===== src/rtl/alu_sequencer.sv =====
// alu_sequencer: multi-cycle ALU (ADD..SHR in one step, MUL/DIV/MOD iterative); ports clk, reset(n), start/opcode/Sign_Mode/op_a/op_b in, busy/done/trap/ALU_Output/ALU_input_1/ALU_input_2 out
module alu_sequencer #(
  parameter int WIDTH = 20,
  parameter int ITER  = WIDTH
) (
  input  logic             clk,
  input  logic             reset,
  input  logic             start,
  input  logic [3:0]       opcode,
  input  logic             Sign_Mode,
  input  logic [WIDTH-1:0] op_a,
  input  logic [WIDTH-1:0] op_b,
  output logic             busy,
  output logic             done,
  output logic [WIDTH-1:0] ALU_Output,
  output logic [WIDTH-1:0] ALU_input_1,
  output logic [WIDTH-1:0] ALU_input_2,
  output logic             trap
);
  localparam int CW = $clog2(ITER + 1);
  typedef enum logic [1:0] {S_IDLE, S_EXEC, S_ITER, S_DONE} state_t;
  state_t state_q, state_d;
  logic [3:0] op_q, op_d;
  logic sm_q, sm_d, trap_q, trap_d;
  logic [WIDTH-1:0] a_q, a_d, b_q, b_d, x_q, x_d, y_q, y_d, acc_q, acc_d, res_q, res_d;
  logic [CW-1:0] cnt_q, cnt_d;
  logic [WIDTH:0] trial;
  logic [WIDTH-1:0] exec_res, sra;
  logic [4:0] sh;
  logic exec_trap, div_zero;
  assign busy = state_q != S_IDLE;
  assign done = state_q == S_DONE;
  assign trap = done & trap_q;
  assign ALU_Output = res_q;
  assign ALU_input_1 = a_q;
  assign ALU_input_2 = b_q;
  always_comb begin
    sh = b_q[4:0];
    sra = $signed(a_q) >>> sh;
    div_zero = (op_q == 4'd8 || op_q == 4'd9) && b_q == '0;
    exec_trap = op_q > 4'd9 || div_zero;
    case (op_q)
      4'd0: exec_res = a_q + b_q;
      4'd1: exec_res = a_q - b_q;
      4'd2: exec_res = a_q & b_q;
      4'd3: exec_res = a_q | b_q;
      4'd4: exec_res = a_q ^ b_q;
      4'd5: exec_res = a_q << sh;
      4'd6: exec_res = sm_q ? sra : a_q >> sh;
      4'd8: exec_res = '1;
      4'd9: exec_res = a_q;
      default: exec_res = '0;
    endcase
    // restoring-division trial: shift next dividend bit into the remainder and subtract the divisor
    trial = {acc_q, x_q[WIDTH-1]} - {1'b0, b_q};
  end
  always_comb begin
    state_d = state_q;
    op_d = op_q;
    sm_d = sm_q;
    a_d = a_q;
    b_d = b_q;
    x_d = x_q;
    y_d = y_q;
    acc_d = acc_q;
    res_d = res_q;
    trap_d = trap_q;
    cnt_d = cnt_q;
    case (state_q)
      S_IDLE: if (start) begin
        op_d = opcode;
        sm_d = Sign_Mode;
        a_d = op_a;
        b_d = op_b;
        x_d = op_a;
        y_d = op_b;
        acc_d = '0;
        cnt_d = '0;
        state_d = (opcode == 4'd7 || ((opcode == 4'd8 || opcode == 4'd9) && op_b != '0)) ? S_ITER : S_EXEC;
      end
      S_EXEC: begin
        res_d = exec_res;
        trap_d = exec_trap;
        state_d = S_DONE;
      end
      S_ITER: if (cnt_q == CW'(ITER)) begin
        res_d = op_q == 4'd8 ? x_q : acc_q;
        trap_d = 1'b0;
        state_d = S_DONE;
      end else begin
        cnt_d = cnt_q + 1'b1;
        if (op_q == 4'd7) begin
          acc_d = acc_q + (y_q[0] ? x_q : '0);
          x_d = x_q << 1;
          y_d = y_q >> 1;
        end else begin
          // x holds the remaining dividend bits and collects quotient bits from the right
          acc_d = trial[WIDTH] ? {acc_q[WIDTH-2:0], x_q[WIDTH-1]} : trial[WIDTH-1:0];
          x_d = {x_q[WIDTH-2:0], ~trial[WIDTH]};
        end
      end
      default: state_d = S_IDLE;
    endcase
  end
  always_ff @(posedge clk) begin
    if (!reset) begin
      state_q <= S_IDLE;
      op_q <= '0;
      sm_q <= 1'b0;
      a_q <= '0;
      b_q <= '0;
      x_q <= '0;
      y_q <= '0;
      acc_q <= '0;
      res_q <= '0;
      trap_q <= 1'b0;
      cnt_q <= '0;
    end else begin
      state_q <= state_d;
      op_q <= op_d;
      sm_q <= sm_d;
      a_q <= a_d;
      b_q <= b_d;
      x_q <= x_d;
      y_q <= y_d;
      acc_q <= acc_d;
      res_q <= res_d;
      trap_q <= trap_d;
      cnt_q <= cnt_d;
    end
  end
endmodule

===== config.mk =====
export PLATFORM = sky130hd
export DESIGN_NAME = alu_sequencer
export DESIGN_NICKNAME = d
export VERILOG_FILES = /design/src/rtl/alu_sequencer.sv
export SDC_FILE = /design/constraint.sdc
export NUM_CORES = 1
export LEC_CHECK = 0
export CORE_ASPECT_RATIO = 0.75
export CORE_MARGIN = 2
export CORE_UTILIZATION = 60
export DETAILED_ROUTE_END_ITERATION = 7
export PLACE_DENSITY = 0.9
export RECOVER_POWER = 100
export SLEW_MARGIN = 0
export SYNTH_ARGS = -nofsm -noshare
export SYNTH_HDL_FRONTEND = slang
export SYNTH_SLANG_ARGS = --single-unit

===== constraint.sdc =====
create_clock -name clk -period 4.7 [get_ports clk]
set_clock_uncertainty 0.05 [all_clocks]
set_input_delay 1.175 -clock clk [delete_from_list [all_inputs] [get_ports clk]]
set_output_delay 1.175 -clock clk [all_outputs]
set_load 0.02 [all_outputs]

==> metrics.log <==
[metrics] status: complete, but fails checks
[metrics] violations in the final reports: capacitance limit, slew limit
[metrics] maximum level of the CTS H-tree: 4
[metrics] maximum capacitance violations: 1
[metrics] start of the worst register-to-register path: ALU_input_2[0]
[metrics] series of cell instances along the critical path: clkbuf_2 -> mux4_1 -> mux2_2 -> nor2_1 -> a21oi_1 -> o21ai_0 -> o311ai_1 -> a21oi_1 -> a21oi_1
[metrics] final worst path period share: 0.937
[metrics] top-count cell post-synth: a21oi_1
[metrics] remaining max-slew budget at the tightest pin: -0.282
[metrics] Routed Wire Length: between 50,000 and 60,000 µm
[metrics] Clk pin slew, worst setup/hold paths: about 60 ps
[metrics] layout net count: around 1.9k
[metrics] number of synthesized register bits: roughly 130
[metrics] Setup Buffers After CTS: 0
[metrics] top cell type's share of synthesized area: 0.211
[metrics] crit start category: flop
[metrics] Total Neg Setup Slack: 0 ps
[metrics] number of distinct standard cells referenced by the synthesized netlist: 84
[metrics] Worst-Margin Slew: roughly 1900 ps
[metrics] cell area after technology mapping: approximately 0.013 mm²
[metrics] type of element capturing the critical path: flop
[metrics] Synth warnings: 0
[metrics] first-pass detailed-route iteration total: 7
[metrics] total DRC errors in the routed layout: 0
[metrics] die extent in x: between 150 and 200 µm
[metrics] RSZ-0062 raised after global routing: false
[metrics] most instantiated cells after synthesis: a21oi_1, nand2_1, nor2_1
[metrics] total leakage power: roughly 5.7 nW
[metrics] flop-to-flop setup slack: 300 ps
[metrics] Hold Crit Class: reg2reg
[metrics] all-layer global routing usage: 0.470
[metrics] max incr delay on CP: between 1000 and 1500 ps
[metrics] share of the core filled with cells: 0.710
[metrics] number of gates resized after cts: 0
[metrics] synthesized netlist cell count: approximately 1.7k
[metrics] Fmax: 0.227 GHz
[metrics] number of hold-slack violations in the final timing report: 0
[metrics] maximum number of pins on one net before global-route repair: 93
[metrics] power density cells: around 610 mW/mm²
[metrics] vias in the first global route: ~13k
[metrics] TritonCTS Buffers: 17
[metrics] average detailed-routed wire length per instance: about 26 µm
[metrics] CP required: ~5000 ps
[metrics] post-layout min period: approximately 4400 ps
[metrics] kind of cell with the highest combined delay on the critical path: compound AO/OA/AOI/OAI gates
[metrics] flip-flop cell with the highest count after synthesis: dfxtp_1
[metrics] timing endpoint of the critical path: ALU_Output[4]
[metrics] latest clock arrival within the worst-skew pair: ~440 ps
[metrics] Post-synth EDFFs: 0
[metrics] worst-case clock buffer depth: 2
[metrics] total I/O pin count: around 110
[metrics] total of endpoints with negative setup slack in the final report: 0
[metrics] number of buffers inserted by port buffering: 110
[metrics] number of DRC markers after the initial detailed-route iteration: roughly 2.4k
[metrics] mean area per synthesized cell: 7.61 µm²
[metrics] share of the yosys chip area belonging to registers: 0.211
[metrics] worst setup path class: reg2reg
[metrics] hold buffers post-CTS: 0
[metrics] top cell type by total area after synthesis: dfxtp_1
[metrics] data arrival time of the worst path: ~4700 ps
[metrics] total clock sinks: around 130
[metrics] area of the die: 0.0222 mm²
[metrics] most frequent cell on the critical path: a21oi_1
[metrics] Die Height: approximately 130 µm
[metrics] total congestion overflow: 0
[metrics] total core area: approximately 0.02 mm²
[metrics] routed vias/inst: 7.09
[metrics] Buf/Inv on CP: 1
[metrics] number of antenna violations at the first check in global routing: 2
[metrics] first-pass GRT wire length: approximately 80,000 µm
[metrics] initial cell density of the core: 0.617
[metrics] standard cell with the maximum stage delay on the critical path: clkbuf_2
[metrics] Antenna Nets Post-Route: 0
[metrics] start point of the worst hold path: y_q[2]
[metrics] number of pins with negative max-slew slack in the final report: 93
[metrics] endpoint of the most critical register-to-register path: ALU_Output[4]
[metrics] total number of cells along the worst setup path: 9
[metrics] peak supply drop: between 0.6 and 0.7 mV
[metrics] final RePlAce weighted congestion: around 1.1
[metrics] detailed placer's ending HPWL: between 30,000 and 40,000 µm
[metrics] standard-cell rows: 45
[metrics] critical path fanouts, max: 43
[metrics] Synthesized Nets: approximately 1.8k
[metrics] area added between synthesis and finish: 15.1%
[metrics] TritonCTS clock tree: yes
[metrics] largest cells by area after synthesis: dfxtp_1, ha_1, a21oi_1
[metrics] Worst R2R Path Depth: 9
[metrics] Via Count: around 14k
[metrics] worst setup path startpoint: ALU_input_2[0]
[metrics] layout cell share with drive strength beyond 1: 0.0724
[metrics] Clk Tree Root Cell: clkbuf_16
[metrics] Post-synth ARST share: 0
-- cells by family (layout without fill, tap and decap cells) --
family                     Yosys count  after routing  share of synthesized area
AOI/OAI and AO/OA                  534            534                      0.269
and+or+nand+nor                    512            512                      0.185
buffers and inverters              195            265                     0.0606
DFF                                133            133                      0.211
muxes                              110            110                      0.120
adders and majority gates          108            108                      0.109
xor gates and xnor gates            64             64                     0.0451
other                                0              2                          0
-- where the power goes --
part           internal (mW)  switching, mW  leakage [nW]  total, mW
registers               1.42          0.505          1.09       1.92
clock network          0.815          0.574         0.299       1.39
logic                   2.00           3.54          4.32       5.54
total                   4.23           4.62          5.71       8.84
-- through the flow --
step | instances | setup slack (ps) | instance area, µm² | hold slack, ps | power [mW]
6_report | 2010 | 298 | 14500 | 450 | 8.84
5_1_grt | 2008 | 266 | 14500 | 478 | 9.21
4_1_cts | 2008 | 841 | 14500 | 451 | 8.56
3_5_place_dp | 1976 | 853 | 13900 | 435 | 7.13
3_3_place_gp | 1976 | 940 | 13900 | 420 | 7.03
2_1_floorplan | 1656 | 846 | 12600 | 377 | 5.34
-- tightest hold or removal path, cell delays in order (launching register included) --
cell and delay [ps]:
dfxtp_1 310, nor2_1 90, a211oi_1 50
-- flip-flops by register name, indices dropped and copies added (netlist names) --
register     cells
x_q             20
ALU_input_2     20
ALU_input_1     20
acc_q           20
ALU_Output      20
state_q          2
trap_q           1
op_q             4
cnt_q            5
sm_q             1
y_q             20
-- worst min-delay path by stage --
stage / end / slack [ps] / depth (start not counted)
3_5_place_dp: y_q[19] / 440 / 2
3_3_place_gp: y_q[19] / 420 / 2
5_1_grt: y_q[18] / 480 / 2
2_1_floorplan: trap_q / 380 / 2
6_report: y_q[2] / 450 / 2
4_1_cts: y_q[2] / 450 / 2
-- layer usage --
layer  vias up  global-route usage  part of all wire
met5         -                   0                 0
met4         0               0.153             0.037
met3       174               0.182              0.18
met2      1206               0.670              0.40
met1      6675               0.651              0.39
li1       6204                   -                 -
-- layout make-up --
cell class                      count  area, µm²
Multi-Input combinational cell   1328       9180
Antenna cell                        2       5.00
Clock inverter                     13        164
Inverter                           79        297
Clock buffer                       19        443
Sequential cell                   133       2670
Tap cell                          282        353
Timing Repair Buffer              154       1410
Fill cell                        1620       5930
-- layout by cell type (no fill, tap or decap), types with 27 or more instances in the layout --
cell type,instances
a211oi_1,37
a21oi_1,184
a22oi_1,45
buf_4,36
clkdlybuf4s50_1,50
dfxtp_1,130
dlygate4sd3_1,60
ha_1,105
inv_1,76
mux2i_1,69
nand2_1,184
nand3_1,52
nor2_1,146
nor3_1,27
o21ai_0,108
xnor2_1,43
No activity file was read; power rests on OpenSTA's default activity.
==> patch (same flow settings) <==
Re-encode `state_t` (4 states) as one-hot, 4 bits wide.
--- a/src/rtl/alu_sequencer.sv
+++ b/src/rtl/alu_sequencer.sv
@@ -18,7 +18,7 @@
   output logic             trap
 );
   localparam int CW = $clog2(ITER + 1);
-  typedef enum logic [1:0] {S_IDLE, S_EXEC, S_ITER, S_DONE} state_t;
+  typedef enum logic [3:0] {S_IDLE = 4'b0001, S_EXEC = 4'b0010, S_ITER = 4'b0100, S_DONE = 4'b1000} state_t;
   state_t state_q, state_d;
   logic [3:0] op_q, op_d;
   logic sm_q, sm_d, trap_q, trap_d;
Function: same outputs for any inputs over 4 cycles, from zero or initial values and one cycle with reset low; so few cycles prove little.
==> patch against the unedited design <==
The run ends with design-rule violations, max-capacitance violations, max-slew violations left. Routed wire length grew 2.6%. Synthesized area grew 0.44%. Worst setup slack lost 28 ps. Count of clock-buffer cells in the layout is the same. Sequential cell count grew 2. Worst hold slack lost 19 ps. Non-clock buffer count is the same. Final area grew 0.13%. Critical endpoint is now y_q[13]. Highest routed layer is now met5.
Power is not compared: it rests on default switching activity, and its combinational part moved more than twofold at a synthesized area within 25%.
==> patch: results (changes against the unedited design) <==
.. list-table::
   :header-rows: 1

   * - Metric
     - Value
   * - Result of the run
     - finished with violations
   * - Violated checks
     - design-rule violations, max-capacitance violations, max-slew violations
   * - Non-clock buffering overhead in the final layout
     - 9.66% (-0.038 points)
   * - Total count of max-transition violations in the final report
     - 133 (+43%)
   * - Filler instances
     - 1662 (+2.6%)
   * - Top cells by count, synth
     - 295 x sky130_fd_sc_hd__nand2_1, 160 x sky130_fd_sc_hd__a21oi_1, 140 x sky130_fd_sc_hd__nor2_1
   * - Non-Filler Cell Area, Final
     - 0.0145 mm² (+0.13%)
   * - Amount of wire on met2 after detailed routing
     - 20.9 mm (+0.11%)
   * - Sink of the worst hold path
     - y_q[5]
   * - Top cells by area in the synthesized netlist
     - sky130_fd_sc_hd__dfxtp_1 21%, sky130_fd_sc_hd__ha_1 10%, sky130_fd_sc_hd__nand2_1 8.7%
   * - Pre-CTS WS
     - 813 ps (-40.5 ps)
   * - Length in cells of the worst reg-to-reg path
     - 12 (+3)
   * - Count of inverters not on the clock network in the layout
     - 58 (-27%)
   * - Startpoint of the worst-slack reg-to-reg timing path
     - ALU_input_2[1]
   * - Routed length on met1
     - 21.2 mm (+3.8%)
   * - Data arrival time of the critical path
     - 4670 ps (about the same)
   * - Seq/Total Area, Yosys
     - 21.3% (+0.22 points)
   * - Mean area per synthesized cell
     - 7.47 µm² (-1.9%)
   * - Share of final-layout standard cells stronger than drive strength 1
     - 7.61% (+0.37 points)
   * - GRT Total Usage
     - 48.2% (+1.1 points)
   * - Min-delay src
     - y_q[6]
   * - Area fraction of clock buffers and clock inverters
     - 4.20% (+0.020 points)
   * - Total cell area at the placement stage
     - 0.0140 mm² (+0.24%)
   * - Remaining DRCs
     - 1 (+1)
   * - Count of unique library cells instantiated by Yosys
     - 91 (+8.3%)
   * - Post-detail-place hpwl
     - 40.1 mm (+3.4%)
   * - Fin util
     - 70.9% (-0.10 points)
   * - Global-route wire length before repair
     - 80.2 mm (+2.9%)
   * - Violation count after the first detailed-routing iteration
     - 2516 (+5.1%)
   * - Worst hold margin
     - 431 ps (-19.5 ps)
   * - NumNets Final
     - 1901 (+1.7%)
   * - Syn nets
     - 1848 (+2.0%)
   * - Critical Path Fanout Max
     - 95 (+120%)
   * - #MultiIn Comb
     - 1382 (+4.1%)
   * - Uppermost metal layer occupied by signal nets
     - met5
   * - Max-capacitance violation count
     - 2 (+1)
   * - Initial antenna violation count
     - 3 (+1)
## patch: changes by cell type in the layout (fill, tap and decap cells not counted), moves of 10 or more
cell | before | now
sky130_fd_sc_hd__a211oi_1 | 37 | 18
sky130_fd_sc_hd__a21oi_1 | 184 | 160
sky130_fd_sc_hd__a22oi_1 | 45 | 23
sky130_fd_sc_hd__a311oi_1 | 2 | 19
sky130_fd_sc_hd__a31oi_1 | 22 | 40
sky130_fd_sc_hd__inv_1 | 76 | 54
sky130_fd_sc_hd__mux2i_1 | 69 | 36
sky130_fd_sc_hd__nand2_1 | 184 | 296
sky130_fd_sc_hd__nand3_1 | 52 | 26
sky130_fd_sc_hd__o211ai_1 | 12 | 22
sky130_fd_sc_hd__o21ai_0 | 108 | 71
sky130_fd_sc_hd__o21ai_1 | 2 | 31
sky130_fd_sc_hd__o221ai_1 | 19 | 4
## patch: critical path, delay by kind of cell
| family | cells | cell delay (ps) |
|---|---|---|
| compound gates | 1 | 720 |
| buf+inv | 4 | 2710 |
